`src/rtl/seq_alu_if.sv`:
```
// Handshake and result bus for seq_alu: operands/opcode in, registered result and flags out.
// The master modport belongs to the producer/consumer; the slave modport belongs to the ALU.
interface seq_alu_if #(
    parameter int WIDTH = 8
) ();
    logic             In_Valid;
    logic             In_Ready;
    logic [WIDTH-1:0] A;
    logic [WIDTH-1:0] B;
    logic [2:0]       ALU_Sel;
    logic             Out_Valid;
    logic             Out_Ready;
    logic [WIDTH-1:0] Result;
    logic             Zero;
    logic             Carry;
    logic             Overflow;
    logic             Negative;
    logic             Busy;

    modport master (
        output In_Valid, A, B, ALU_Sel, Out_Ready,
        input  In_Ready, Out_Valid, Result, Zero, Carry, Overflow, Negative, Busy
    );

    modport slave (
        input  In_Valid, A, B, ALU_Sel, Out_Ready,
        output In_Ready, Out_Valid, Result, Zero, Carry, Overflow, Negative, Busy
    );
endinterface

```
`src/rtl/seq_alu.sv`:
```
// Sequential ALU: single-cycle logic/arith/shift ops and an optional WIDTH-cycle shift-add
// multiplier, with a valid/ready result stage that holds Result and flags until consumed.
module seq_alu #(
    parameter int WIDTH  = 8,
    parameter bit MUL_EN = 1'b1
) (
    input  logic     clk,
    input  logic     rst,
    seq_alu_if.slave bus
);
    localparam int MSB = WIDTH - 1;
    localparam int SW  = $clog2(WIDTH);
    localparam int CW  = $clog2(WIDTH + 1);

    typedef enum logic [1:0] {
        IDLE = 2'd0,
        MUL  = 2'd1,
        DONE = 2'd2
    } state_t;

    state_t state_reg, state_next;

    logic             accept;
    logic             is_mul_op;
    logic             load_alu;
    logic             mul_start;
    logic             mul_last;

    logic [WIDTH:0]   sum_full;
    logic [WIDTH:0]   diff_full;
    logic [WIDTH:0]   shl_full;
    logic [SW-1:0]    shamt;
    logic [WIDTH-1:0] alu_res;
    logic             alu_carry;
    logic             alu_ovf;

    logic [2*WIDTH-1:0] acc_reg;
    logic [2*WIDTH-1:0] mcand_reg;
    logic [WIDTH-1:0]   mplier_reg;
    logic [CW-1:0]      cnt_reg;
    logic [2*WIDTH-1:0] acc_sum;

    logic [WIDTH-1:0] result_reg;
    logic             zero_reg;
    logic             carry_reg;
    logic             ovf_reg;
    logic             neg_reg;

    assign accept    = bus.In_Valid && (state_reg == IDLE);
    assign is_mul_op = (bus.ALU_Sel == 3'b111) && MUL_EN;
    assign mul_start = accept && is_mul_op;
    assign mul_last  = (state_reg == MUL) && (cnt_reg == CW'(WIDTH - 1));

    // Single-cycle datapath; opcode 111 falls through to zero, which is the
    // required result when the multiplier is not built.
    always_comb begin
        sum_full  = {1'b0, bus.A} + {1'b0, bus.B};
        diff_full = {1'b0, bus.A} - {1'b0, bus.B};
        shamt     = bus.B[SW-1:0];
        shl_full  = {1'b0, bus.A} << shamt;
        alu_res   = '0;
        alu_carry = 1'b0;
        alu_ovf   = 1'b0;
        case (bus.ALU_Sel)
            3'b000: begin
                alu_res   = sum_full[MSB:0];
                alu_carry = sum_full[WIDTH];
                alu_ovf   = (bus.A[MSB] == bus.B[MSB]) && (sum_full[MSB] != bus.A[MSB]);
            end
            3'b001: begin
                alu_res   = diff_full[MSB:0];
                alu_carry = diff_full[WIDTH];
                alu_ovf   = (bus.A[MSB] != bus.B[MSB]) && (diff_full[MSB] != bus.A[MSB]);
            end
            3'b010: alu_res = bus.A & bus.B;
            3'b011: alu_res = bus.A | bus.B;
            3'b100: alu_res = ~bus.B;
            3'b101: alu_res = bus.A ^ bus.B;
            3'b110: begin
                // Bit WIDTH of the widened shift is the last bit pushed out (0 when shamt is 0).
                alu_res   = shl_full[MSB:0];
                alu_carry = shl_full[WIDTH];
            end
            default: ;
        endcase
    end

    always_ff @(posedge clk or posedge rst) begin
        if (rst) begin
            state_reg <= IDLE;
        end else begin
            state_reg <= state_next;
        end
    end

    always_comb begin
        state_next = state_reg;
        load_alu   = 1'b0;
        case (state_reg)
            IDLE: begin
                if (accept) begin
                    if (is_mul_op) begin
                        state_next = MUL;
                    end else begin
                        load_alu   = 1'b1;
                        state_next = DONE;
                    end
                end
            end
            MUL: begin
                if (mul_last) begin
                    state_next = DONE;
                end
            end
            DONE: begin
                if (bus.Out_Ready) begin
                    state_next = IDLE;
                end
            end
            default: state_next = IDLE;
        endcase
    end

    generate
        if (MUL_EN) begin : g_mul
            // One multiplier bit per cycle: add the shifted multiplicand when the LSB is set.
            assign acc_sum = acc_reg + (mplier_reg[0] ? mcand_reg : '0);

            always_ff @(posedge clk or posedge rst) begin
                if (rst) begin
                    acc_reg    <= '0;
                    mcand_reg  <= '0;
                    mplier_reg <= '0;
                    cnt_reg    <= '0;
                end else if (mul_start) begin
                    acc_reg    <= '0;
                    mcand_reg  <= {{WIDTH{1'b0}}, bus.A};
                    mplier_reg <= bus.B;
                    cnt_reg    <= '0;
                end else if (state_reg == MUL) begin
                    acc_reg    <= acc_sum;
                    mcand_reg  <= mcand_reg << 1;
                    mplier_reg <= mplier_reg >> 1;
                    cnt_reg    <= cnt_reg + CW'(1);
                end
            end
        end else begin : g_no_mul
            assign acc_sum    = '0;
            assign acc_reg    = '0;
            assign mcand_reg  = '0;
            assign mplier_reg = '0;
            assign cnt_reg    = '0;
        end
    endgenerate

    // Result and flags change only when an operation completes, so they hold through DONE and IDLE.
    always_ff @(posedge clk or posedge rst) begin
        if (rst) begin
            result_reg <= '0;
            zero_reg   <= 1'b0;
            carry_reg  <= 1'b0;
            ovf_reg    <= 1'b0;
            neg_reg    <= 1'b0;
        end else if (load_alu) begin
            result_reg <= alu_res;
            zero_reg   <= (alu_res == '0);
            carry_reg  <= alu_carry;
            ovf_reg    <= alu_ovf;
            neg_reg    <= alu_res[MSB];
        end else if (mul_last) begin
            result_reg <= acc_sum[MSB:0];
            zero_reg   <= (acc_sum[MSB:0] == '0);
            carry_reg  <= |acc_sum[2*WIDTH-1:WIDTH];
            ovf_reg    <= 1'b0;
            neg_reg    <= acc_sum[MSB];
        end
    end

    assign bus.In_Ready  = (state_reg == IDLE);
    assign bus.Out_Valid = (state_reg == DONE);
    assign bus.Busy      = (state_reg != IDLE);
    assign bus.Result    = result_reg;
    assign bus.Zero      = zero_reg;
    assign bus.Carry     = carry_reg;
    assign bus.Overflow  = ovf_reg;
    assign bus.Negative  = neg_reg;
endmodule

```
`src/flat_wrapper.sv`:
```
// flat-port wrapper written by rule: the top's interface ports become plain ports
module seq_alu_flat 
#(
    parameter int WIDTH  = 8,
    parameter bit MUL_EN = 1'b1
)
  (clk, rst, bus_In_Valid, bus_A, bus_B, bus_ALU_Sel, bus_Out_Ready, bus_In_Ready, bus_Out_Valid, bus_Result, bus_Zero, bus_Carry, bus_Overflow, bus_Negative, bus_Busy);
  seq_alu_if #(.WIDTH(WIDTH)) bus_i ();
  input  logic clk;
  input  logic rst;
  input wire logic [$bits(bus_i.In_Valid)-1:0] bus_In_Valid;
  input wire logic [$bits(bus_i.A)-1:0] bus_A;
  input wire logic [$bits(bus_i.B)-1:0] bus_B;
  input wire logic [$bits(bus_i.ALU_Sel)-1:0] bus_ALU_Sel;
  input wire logic [$bits(bus_i.Out_Ready)-1:0] bus_Out_Ready;
  output wire logic [$bits(bus_i.In_Ready)-1:0] bus_In_Ready;
  output wire logic [$bits(bus_i.Out_Valid)-1:0] bus_Out_Valid;
  output wire logic [$bits(bus_i.Result)-1:0] bus_Result;
  output wire logic [$bits(bus_i.Zero)-1:0] bus_Zero;
  output wire logic [$bits(bus_i.Carry)-1:0] bus_Carry;
  output wire logic [$bits(bus_i.Overflow)-1:0] bus_Overflow;
  output wire logic [$bits(bus_i.Negative)-1:0] bus_Negative;
  output wire logic [$bits(bus_i.Busy)-1:0] bus_Busy;
  assign bus_i.In_Valid = bus_In_Valid;
  assign bus_i.A = bus_A;
  assign bus_i.B = bus_B;
  assign bus_i.ALU_Sel = bus_ALU_Sel;
  assign bus_i.Out_Ready = bus_Out_Ready;
  assign bus_In_Ready = bus_i.In_Ready;
  assign bus_Out_Valid = bus_i.Out_Valid;
  assign bus_Result = bus_i.Result;
  assign bus_Zero = bus_i.Zero;
  assign bus_Carry = bus_i.Carry;
  assign bus_Overflow = bus_i.Overflow;
  assign bus_Negative = bus_i.Negative;
  assign bus_Busy = bus_i.Busy;
  seq_alu #(.WIDTH(WIDTH), .MUL_EN(MUL_EN)) u_core (.clk(clk), .rst(rst), .bus(bus_i));
endmodule
```
`config.mk`:
```
export PLATFORM = sky130hd
export DESIGN_NAME = seq_alu_flat
export DESIGN_NICKNAME = d
export VERILOG_FILES = /design/src/rtl/seq_alu_if.sv /design/src/rtl/seq_alu.sv /design/src/flat_wrapper.sv
export SDC_FILE = /design/constraint.sdc
export NUM_CORES = 1
export LEC_CHECK = 0
export BUFFER_PORTS_ARGS = -buffer_cell sky130_fd_sc_hd__buf_2
export CORE_MARGIN = 2
export CORE_UTILIZATION = 43
export CTS_CLUSTER_SIZE = 14
export DETAILED_ROUTE_END_ITERATION = 7
export GPL_TIMING_DRIVEN = 0
export PLACE_DENSITY_LB_ADDON = 0.05
export REMOVE_ABC_BUFFERS = 1
export SLEW_MARGIN = 20
export SYNTH_ARGS = -nofsm -noshare
export SYNTH_HDL_FRONTEND = slang
export SYNTH_SLANG_ARGS = --single-unit
```
`constraint.sdc`:
```
create_clock -name clk -period 3.5 [get_ports clk]
set_input_delay 0.35 -clock clk [delete_from_list [all_inputs] [get_ports clk]]
set_output_delay 0.35 -clock clk [all_outputs]
set_load 0.02 [all_outputs]
```
Yosys cells after proc, flatten, opt, wreduce, memory -nomap -nowiden. Index checks and enable logic that the tools add are counted.

Logic and storage cells: 80. Bits in registers: 58. Output and inout port bits: 15. Input port bits: 23.

Shifts and indexed selects: 1. Add/sub/neg operators: 4. Equal/unequal tests: 17. Multiplexer cells: 30. Reductions and logical operators: 14. Bitwise operators: 4.

Operator list (count): 2-to-1 mux 16 bit (5); case mux 8 bit (7 select lines) (1); 2-to-1 mux 8 bit (4); adder 16 bit (1); zero test 8 bit (2); equality test 3 bit (second input constant) (4); 2-to-1 mux 1 bit (11); adder 8 x 8 -> 9 bit (1); left shift 8 x 3 -> 9 bit (1); subtractor 8 x 8 -> 9 bit (1); AND 8 bit (1); 2-to-1 mux 2 bit (4); 2-to-1 mux 4 bit (2); inverter 8 bit (1); OR 8 bit (1); OR reduction 8 bit (1); bitwise XOR 8 bit (1); equality test 3 x 2 -> 1 bit (second input constant) (2); case mux 2 bit (3 select lines) (1); nonzero test 2 bit (3); logical AND 1 bit (5); adder 4 x 1 -> 4 bit (second input constant) (1); equality test 4 x 3 -> 1 bit (second input constant) (1); != test 2 x 1 -> 1 bit (second input constant) (2); other kinds (11) (13).

Depth between registers and ports, before layout. Gate-level depths: netlist of run 1.

Word-level depth: 5. Depth in mapped cells: 11. Gate-level depth less buffers: 10.

Worst setup path before layout of run 1. Ideal clock, no wire load.

Path kind: register to register. Start: register u_core.mplier_reg[0]. End: register u_core.carry_reg, in the netlist u_core.bus.Carry. Setup slack: 0.729 ns. Stages on the path, launching flop included: 12. Buffers on the path: 1. Data required time: 3.369 ns. Period minus slack after synthesis: 2.771 ns. Setup time: 0.131 ns. Data arrival time: 2.640 ns. Cell sequence: dfrtp_1 -> clkbuf_1 -> and2_1 -> ha_1 -> fa_1 -> a21o_1 -> a41oi_2 -> a31oi_1 -> a21o_1 -> o41a_1 -> nor3_1 -> a21oi_1.

Word-level cells in the longest chain between the ends: 5.

Ends and longest elaborated chain: start, declared (line seq_alu.sv:39) `logic [WIDTH-1:0] mplier_reg;`; start signal, assigned (line seq_alu.sv:138) `mplier_reg <= bus.B;`; start signal, assigned (line seq_alu.sv:143) `mplier_reg <= mplier_reg >> 1;`; 2-to-1 mux 16 bit (line seq_alu.sv:127) `assign acc_sum = acc_reg + (mplier_reg[0] ? mcand_reg : '0);`; adder 16 bit (line seq_alu.sv:127); OR reduction 8 bit (line seq_alu.sv:173) `carry_reg <= |acc_sum[2*WIDTH-1:WIDTH];`; 2-to-1 mux 1 bit (line seq_alu.sv:170) `end else if (mul_last) begin`; 2-to-1 mux 1 bit (line seq_alu.sv:164) `end else if (load_alu) begin`; end signal, assigned (line seq_alu.sv:167) `carry_reg <= alu_carry;`; end signal, assigned (line seq_alu.sv:173); end, declared (line seq_alu.sv:45) `logic carry_reg;`.

Every way passes these cells. The select of a mux whose other input is x is not followed. A chain may end at the register's enable or synchronous reset.

Worst setup path in the final report of run 1. Same ends and word-level chain as after synthesis.

==> reports/metrics.yaml, run 1 <==
synthesis:
  synth_edf_count: 0
  synth-main-ff-cell: "dfrtp_1"
  ys_async_sr_fraction_pct: 100.0
  synth_top_area_share_pct: 29.02
  synth_area_leaders: "dfrtp_1, ha_1, nand2_1"
  synth.distinct_cells: 74
  ys_ff_latch: 57
  syn_area_um2: 4916
  synth.most_common_cell: "nand2_1"
  synth.avg_cell_area_um2: 8.332
  ys.warnings.count: 0
  ys_seq_area_share_pct: 29.02
  synth_area_leader_cell: "dfrtp_1"
  synth_cells: 590
  synth_common_cells: "nand2_1, dfrtp_1, ha_1"
worst_setup_path:
  critPathCaptureType: "flop"
  crit_required_ns: 3.71
  worstPathMaxFanout: 17
  crit_type: "flop to flop"
  r2r_slack_ns: 0.31
  startpoint_type: "flop"
  cp_data_arrival_time_ns: 3.40
clock_network:
  clock_sinks: 57
  cts_buffers: 9
  clkLatencyLatePin_ns: 0.33
  cts_tree: "yes"
  postCtsSetupBuffers: 0
  path_clk_slew_ns: 0.05
  clockBufferDepth: 2
  htreeDepth: 3
  cts_root_buffer: "clkbuf_16"
power_and_ir_drop:
  power_leakage_nw: 2.465
  total_power_w: 0.003452
  irDropWorstVdd_mv: 0.2922
  power_density_nw_per_um2: 631.0
floorplan:
  start_util_pct: 43.61
  die_w_um: 110.9
  ioPinCount: 38
  die_h_um: 110.9
  std_cell_rows: 39
  core_um2: 11270
  dieArea_um2: 12300
route:
  wl_per_cell_um: 17.90
  avgViaCountPerCell: 5.984
  drt_pass1_iterations: 5
  ant_nets: 0
  drtIter0Drc: 281
  drc_errors: 0
  routed_wl_mm: 13.52
  vias: 4518
global_routing:
  grt_max_degree: 41
  grt_pass1_vias: 4469
  grt_pass1_wl_mm: 22.63
  antenna_found_initial: 0
  grt_usage_pct: 22.60
  gr-total-overflow: 0
timing:
  slew_headroom_pct: 51.12
  setup_viol: 0
  max_freq_mhz: 313.3
  final.setup.tns_ns: 0
  hold_slack_ns: 0.2056
  slew_violations: 0
  hold_viol_final: 0
  rsz0062_at_grt: "no"
  worstMarginPinSlew_ns: 0.7332
  final.min_clock_period_ns: 3.192
  fin_skew_ns: 0.004290
  period_share_pct: 91.20
  fin_ws_ns: 0.3081
job:
  max-cap-violations: 0
layout:
  layout.nets: 675
  multi_input_area_um2: 3212
  fillers: 1115
  drive_gt1_share_pct: 12.91
  seq_area_um2: 1426
  antenna_cells: 0
  areaGrowthSynthToFinish_pct: 11.30
placed_design:
  portBuffers: 37
  pre_cts_slack_ns: 0.2872
  gp_congestion: 0.9596
  dp.final_hpwl_mm: 10.24
status:
  outcome: "finished, final reports clean"
worst_hold_path:
  hp-class: "input port to flop"
-- worst max-delay path, stage by stage, from the launching register on --
cell,delay (ns)
dfrtp_1,0.60
and2_1,0.25
ha_1,0.22
fa_1,0.44
a21o_1,0.21
a41oi_2,0.22
a31oi_1,0.19
a21o_1,0.25
o41a_1,0.35
nor3_1,0.24
a21oi_1,0.09
-- what timing repair did --
action                                 4_1_cts  5_1_grt
hold buffers                                 1        0
gates resized for setup                      0        0
endpoints found under the hold margin       17        0
-- per-stage QoR --
step	util [%]	cell area [um^2]	std cells
6_report	48.54	5472	755
5_1_grt	48.54	5472	755
4_1_cts	48.54	5472	755
3_5_place_dp	45.99	5184	739
2_1_floorplan	-	4735	556
3_3_place_gp	45.23	5099	736
-- placed cells by master, fill, tap and decap left out, types with 3 or more instances in the layout --
master      n
and2_1     16
nand2b_1    6
clkinv_2    3
a221oi_1    3
nor2_1     34
a21o_1      6
o211ai_1    9
dfrtp_1    57
o22ai_1    11
mux2i_1    11
a22o_1      4
o21bai_1    3
xor2_1      6
nor4b_1     3
or3_1       7
o21ai_0    40
inv_1      28
xnor2_1     9
and3_1      5
clkbuf_16   9
nor2b_1     8
nand3_1    13
ha_1       41
buf_2      37
a221o_1    14
o21ai_1     4
fa_1        3
nor3_1     28
a211oi_1    9
o221ai_1    7
a21oi_1    26
a22oi_1     3
nor4_1      6
nand2_1    73
nor3b_1     3
a31oi_1     4
nand4_1     3
-- metal layers --
layer / wire length (um) / vias up / share of wire (%) / global-route usage [%]
li1: - / 2204 / - / -
met4: 344 / 0 / 2.5 / 8.667
met5: 0 / - / 0 / 0
met3: 326 / 26 / 2.4 / 3.171
met2: 6919 / 84 / 51 / 39.96
met1: 5926 / 2204 / 44 / 27.88
-- report_power, final --
group	internal, W	switching [W]	leakage [nW]
sequential	0.000925	0.000224	0.746
clock	0.000542	0.000294	0.139
combinational	0.000589	0.000878	1.58
total	0.00206	0.00140	2.46
-- worst paths after layout --
kind	start	to	cells after the start
min	bus_Out_Ready	u_core.state_reg[1]$_DFFE_PP0P_	2
max reg2reg	u_core.mplier_reg[0]$_DFFE_PP0P_	u_core.bus.Carry$_DFFE_PP0P_	10
min reg2reg	u_core.bus.Result[0]$_DFFE_PP0P_	u_core.bus.Result[0]$_DFFE_PP0P_	2
max	u_core.mplier_reg[0]$_DFFE_PP0P_	u_core.bus.Carry$_DFFE_PP0P_	10
max in group asynchronous	rst	u_core.acc_reg[7]$_DFFE_PP0P_	4
min in group asynchronous	rst	u_core.mcand_reg[14]$_DFFE_PP0P_	3
-- final cells by class --
class | instances | area share (%)
multi-input combinational | 468 | 58.70
clock buffer | 11 | 4.253
tap | 143 | 3.270
inverter | 31 | 2.172
clock inverter | 4 | 0.8232
timing repair buffer | 41 | 4.711
sequential | 57 | 26.07
-- logic make-up (layout without fill, tap and decap cells) --
group / count (synthesis) / after routing / share of synthesized area (%)
muxes: 13 / 13 / 2.698
and+or+nand+nor: 223 / 223 / 22.58
buffers and inverters: 65 / 87 / 6.057
xor gates and xnor gates: 15 / 15 / 2.673
DFF: 57 / 57 / 29.02
AOI/OAI and AO/OA: 173 / 173 / 25.32
adders and majority gates: 44 / 44 / 11.66
Power figures use the tool's default switching activity.
==> run 2, diff against run 1 <==
--- a/config.mk
+++ b/config.mk
@@ -7,10 +7,9 @@
 export LEC_CHECK = 0
 export BUFFER_PORTS_ARGS = -buffer_cell sky130_fd_sc_hd__buf_2
 export CORE_MARGIN = 2
-export CORE_UTILIZATION = 43
+export CORE_UTILIZATION = 62
 export CTS_CLUSTER_SIZE = 14
 export DETAILED_ROUTE_END_ITERATION = 7
-export GPL_TIMING_DRIVEN = 0
 export PLACE_DENSITY_LB_ADDON = 0.05
 export REMOVE_ABC_BUFFERS = 1
 export SLEW_MARGIN = 20
==> constraint.sdc (replaced) <==
create_clock -name clk -period 3.5 [get_ports clk]
set_input_delay 0.875 -clock clk [delete_from_list [all_inputs] [get_ports clk]]
set_output_delay 0.875 -clock clk [all_outputs]
set_load 0.02 [all_outputs]
==> run 2 against run 1 <==
Register-to-register slack better by 0.12 ns. Clock skew is 0.011 ns higher. Sequential share of layout area increased by 0.78 points. Core utilization rose by 21 points. Die area shrank 30%. Critical path type unchanged.
==> reports/metrics.yaml, run 2 (synthesis gave the netlist of run 1 again) <==
layout:
  seq_area_um2: 1426  # unchanged
  layout_commonest_cell: "nand2_1"  # unchanged
  antenna_cells: 0  # unchanged
  areaGrowthSynthToFinish_pct: 8.068  # was 11.30%
  final_cell_mix: "nand2_1, dfrtp_1, ha_1"  # unchanged
  multi_input_area_um2: 3194  # was 3212 um^2
  stdcell_count: 723  # was 755
  layout.nets: 683  # was 675
  fillers: 657  # was 1,115
  drive_gt1_share_pct: 14.01  # was 12.91%
floorplan:
  die_w_um: 93.05  # was 110.9 um
  core_um2: 7687  # was 11,270 um^2
  ioPinCount: 38  # unchanged
  start_util_pct: 63.95  # was 43.61%
  dieArea_um2: 8657  # was 12,300 um^2
  die_h_um: 93.05  # was 110.9 um
  std_cell_rows: 32  # was 39
power_and_ir_drop:
  power_leakage_nw: 2.438  # was 2.465 nW
  irDropWorstVdd_mv: 0.3209  # was 0.2922 mV
  power_density_nw_per_um2: 593.5  # was 631.0 nW/um^2
placed_design:
  gp_congestion: 0.8944  # was 0.9596
  pre_cts_slack_ns: 0.2036  # was 0.2872 ns
  portBuffers: 37  # unchanged
  dp_cells: 707  # was 739
  dp.final_hpwl_mm: 10.38  # was 10.24 mm
clock_network:
  clkLatencyLatePin_ns: 0.34  # was 0.33 ns
  cts_buffers: 9  # unchanged
  cts_root_buffer: "clkbuf_8"  # was clkbuf_16
  clock_sinks: 57  # unchanged
  postCtsSetupBuffers: 0  # unchanged
  htreeDepth: 3  # unchanged
  path_clk_slew_ns: 0.08  # was 0.05 ns
  ctsResizeCount: 0  # unchanged
  ctsHoldBuffers: 0  # was 1
  clockBufferDepth: 2  # unchanged
  cts_tree: "yes"  # unchanged
worst_setup_path:
  r2r_start: "u_core.mplier_reg[0]$_DFFE_PP0P_"  # unchanged
  critPathCaptureType: "flop"  # unchanged
  cp_cell_sequence: "and2_1, ha_1, fa_1, a21o_1, a41oi_2, a31oi_1, a21o_1, o41a_1, nor3_1, a21oi_1"  # unchanged
  crit_required_ns: 3.71  # about the same
  worstPathMaxFanout: 17  # unchanged
  crit_path_end: "u_core.bus.Carry$_DFFE_PP0P_"  # unchanged
  crit_top_cell: "a21o_1"  # unchanged
  cp_slowest_cell: "dfrtp_1"  # unchanged
  timing.rr.end: "u_core.bus.Carry$_DFFE_PP0P_"  # unchanged
  r2r_slack_ns: 0.43  # was 0.31 ns
  slowest_delay_ns: 0.55  # was 0.60 ns
  crit_start: "u_core.mplier_reg[0]$_DFFE_PP0P_"  # unchanged
  startpoint_type: "flop"  # unchanged
  cp_data_arrival_time_ns: 3.28  # was 3.40 ns
  crit_type: "flop to flop"  # unchanged
  r2r_cells: 10  # unchanged
timing:
  fin_skew_ns: 0.01481  # was 0.004290 ns
  slew_violations: 0  # unchanged
  final.setup.tns_ns: 0  # unchanged
  fin_ws_ns: 0.4263  # was 0.3081 ns
  hold_viol_final: 0  # unchanged
  max_freq_mhz: 325.3  # was 313.3 MHz
  setup_viol: 0  # unchanged
  rsz0062_at_grt: "no"  # unchanged
  worstMarginPinSlew_ns: 0.9497  # was 0.7332 ns
  final.min_clock_period_ns: 3.074  # was 3.192 ns
  slew_headroom_pct: 36.59  # was 51.12%
  period_share_pct: 87.82  # was 91.20%
global_routing:
  grt_pass1_vias: 4458  # was 4,469
  grt_max_degree: 47  # was 41
  gr-total-overflow: 0  # unchanged
  grt_pass1_wl_mm: 21.87  # was 22.63 mm
  grt_usage_pct: 31.89  # was 22.60%
  antenna_found_initial: 0  # unchanged
route:
  drtIter0Drc: 301  # was 281
  routed_wl_mm: 13.36  # was 13.52 mm
  ant_nets: 0  # unchanged
  drt_pass1_iterations: 4  # was 5
  wl_per_cell_um: 18.48  # was 17.90 um
  drc_errors: 0  # unchanged
  avgViaCountPerCell: 6.437  # was 5.984
  vias: 4654  # was 4,518
job:
  max-cap-violations: 0  # unchanged
worst_hold_path:
  hp-class: "flop to flop"  # was input port to flop
status:
  outcome: "finished, final reports clean"  # unchanged
-- run 2: cell types whose count changed in the layout (fill, tap and decap cells not counted), moves of 2 or more --
cell,before,now
clkbuf_16,9,0
clkinv_4,0,4
nor2_1,34,36
buf_4,0,12
clkbuf_8,0,9
nor2_4,2,0
-- run 2: power by group --
part / internal, W / total [W] / switching (W)
sequential: 0.000923 / 0.00114 / 0.000217
combinational: 0.000592 / 0.00147 / 0.000879
clock: 0.000259 / 0.000543 / 0.000284
-- run 2: worst max-delay path, delay by kind of cell (launching register included) --
| family | cells | cell delay, ns |
|---|---|---|
| DFF | 1 | 0.55 |
| adders and majority gates | 2 | 0.65 |
| and+or+nand+nor | 2 | 0.44 |
| AOI/OAI and AO/OA | 6 | 1.30 |
-- run 2: through the flow --
stage	utilization (%)	hold WS (ns)	power [W]	instance area, um^2
2_1_floorplan	-	0.4563	0.002147	4735
4_1_cts	69.11	0.4914	0.003135	5313
3_3_place_gp	66.86	0.4622	0.002528	5140
6_report	69.11	0.4895	0.003153	5313
3_5_place_dp	66.86	0.4718	0.002587	5140
5_1_grt	69.11	0.5298	0.003368	5313
-- run 2: how the worst min path moves through the flow --
stage / slack, ns / depth (start not counted) / endpoint / start
2_1_floorplan: 0.46 / 2 / u_core.acc_reg[9]$_DFFE_PP0P_ / u_core.acc_reg[9]$_DFFE_PP0P_
3_3_place_gp: 0.46 / 2 / u_core.bus.Result[0]$_DFFE_PP0P_ / u_core.bus.Result[0]$_DFFE_PP0P_
3_5_place_dp: 0.47 / 2 / u_core.bus.Result[0]$_DFFE_PP0P_ / u_core.bus.Result[0]$_DFFE_PP0P_
4_1_cts: 0.49 / 2 / u_core.bus.Result[0]$_DFFE_PP0P_ / u_core.bus.Result[0]$_DFFE_PP0P_
5_1_grt: 0.53 / 1 / u_core.acc_reg[5]$_DFFE_PP0P_ / u_core.acc_reg[5]$_DFFE_PP0P_
6_report: 0.49 / 2 / u_core.bus.Result[0]$_DFFE_PP0P_ / u_core.bus.Result[0]$_DFFE_PP0P_
-- run 2: per-layer routing --
metal	up-vias	GRT usage (%)	wire length, um
met5	-	0	0
met4	0	9.804	319
met3	25	4.754	781
met2	166	53.80	6368
met1	2246	42.57	5892
li1	2217	-	-
-- run 2: area by class of cell --
cell class,count,share of cell area (%)
timing repair buffer,49,5.181
multi-input combinational,468,60.13
clock inverter,6,0.8479
tap,102,2.402
clock buffer,10,2.402
inverter,31,2.190
sequential,57,26.85
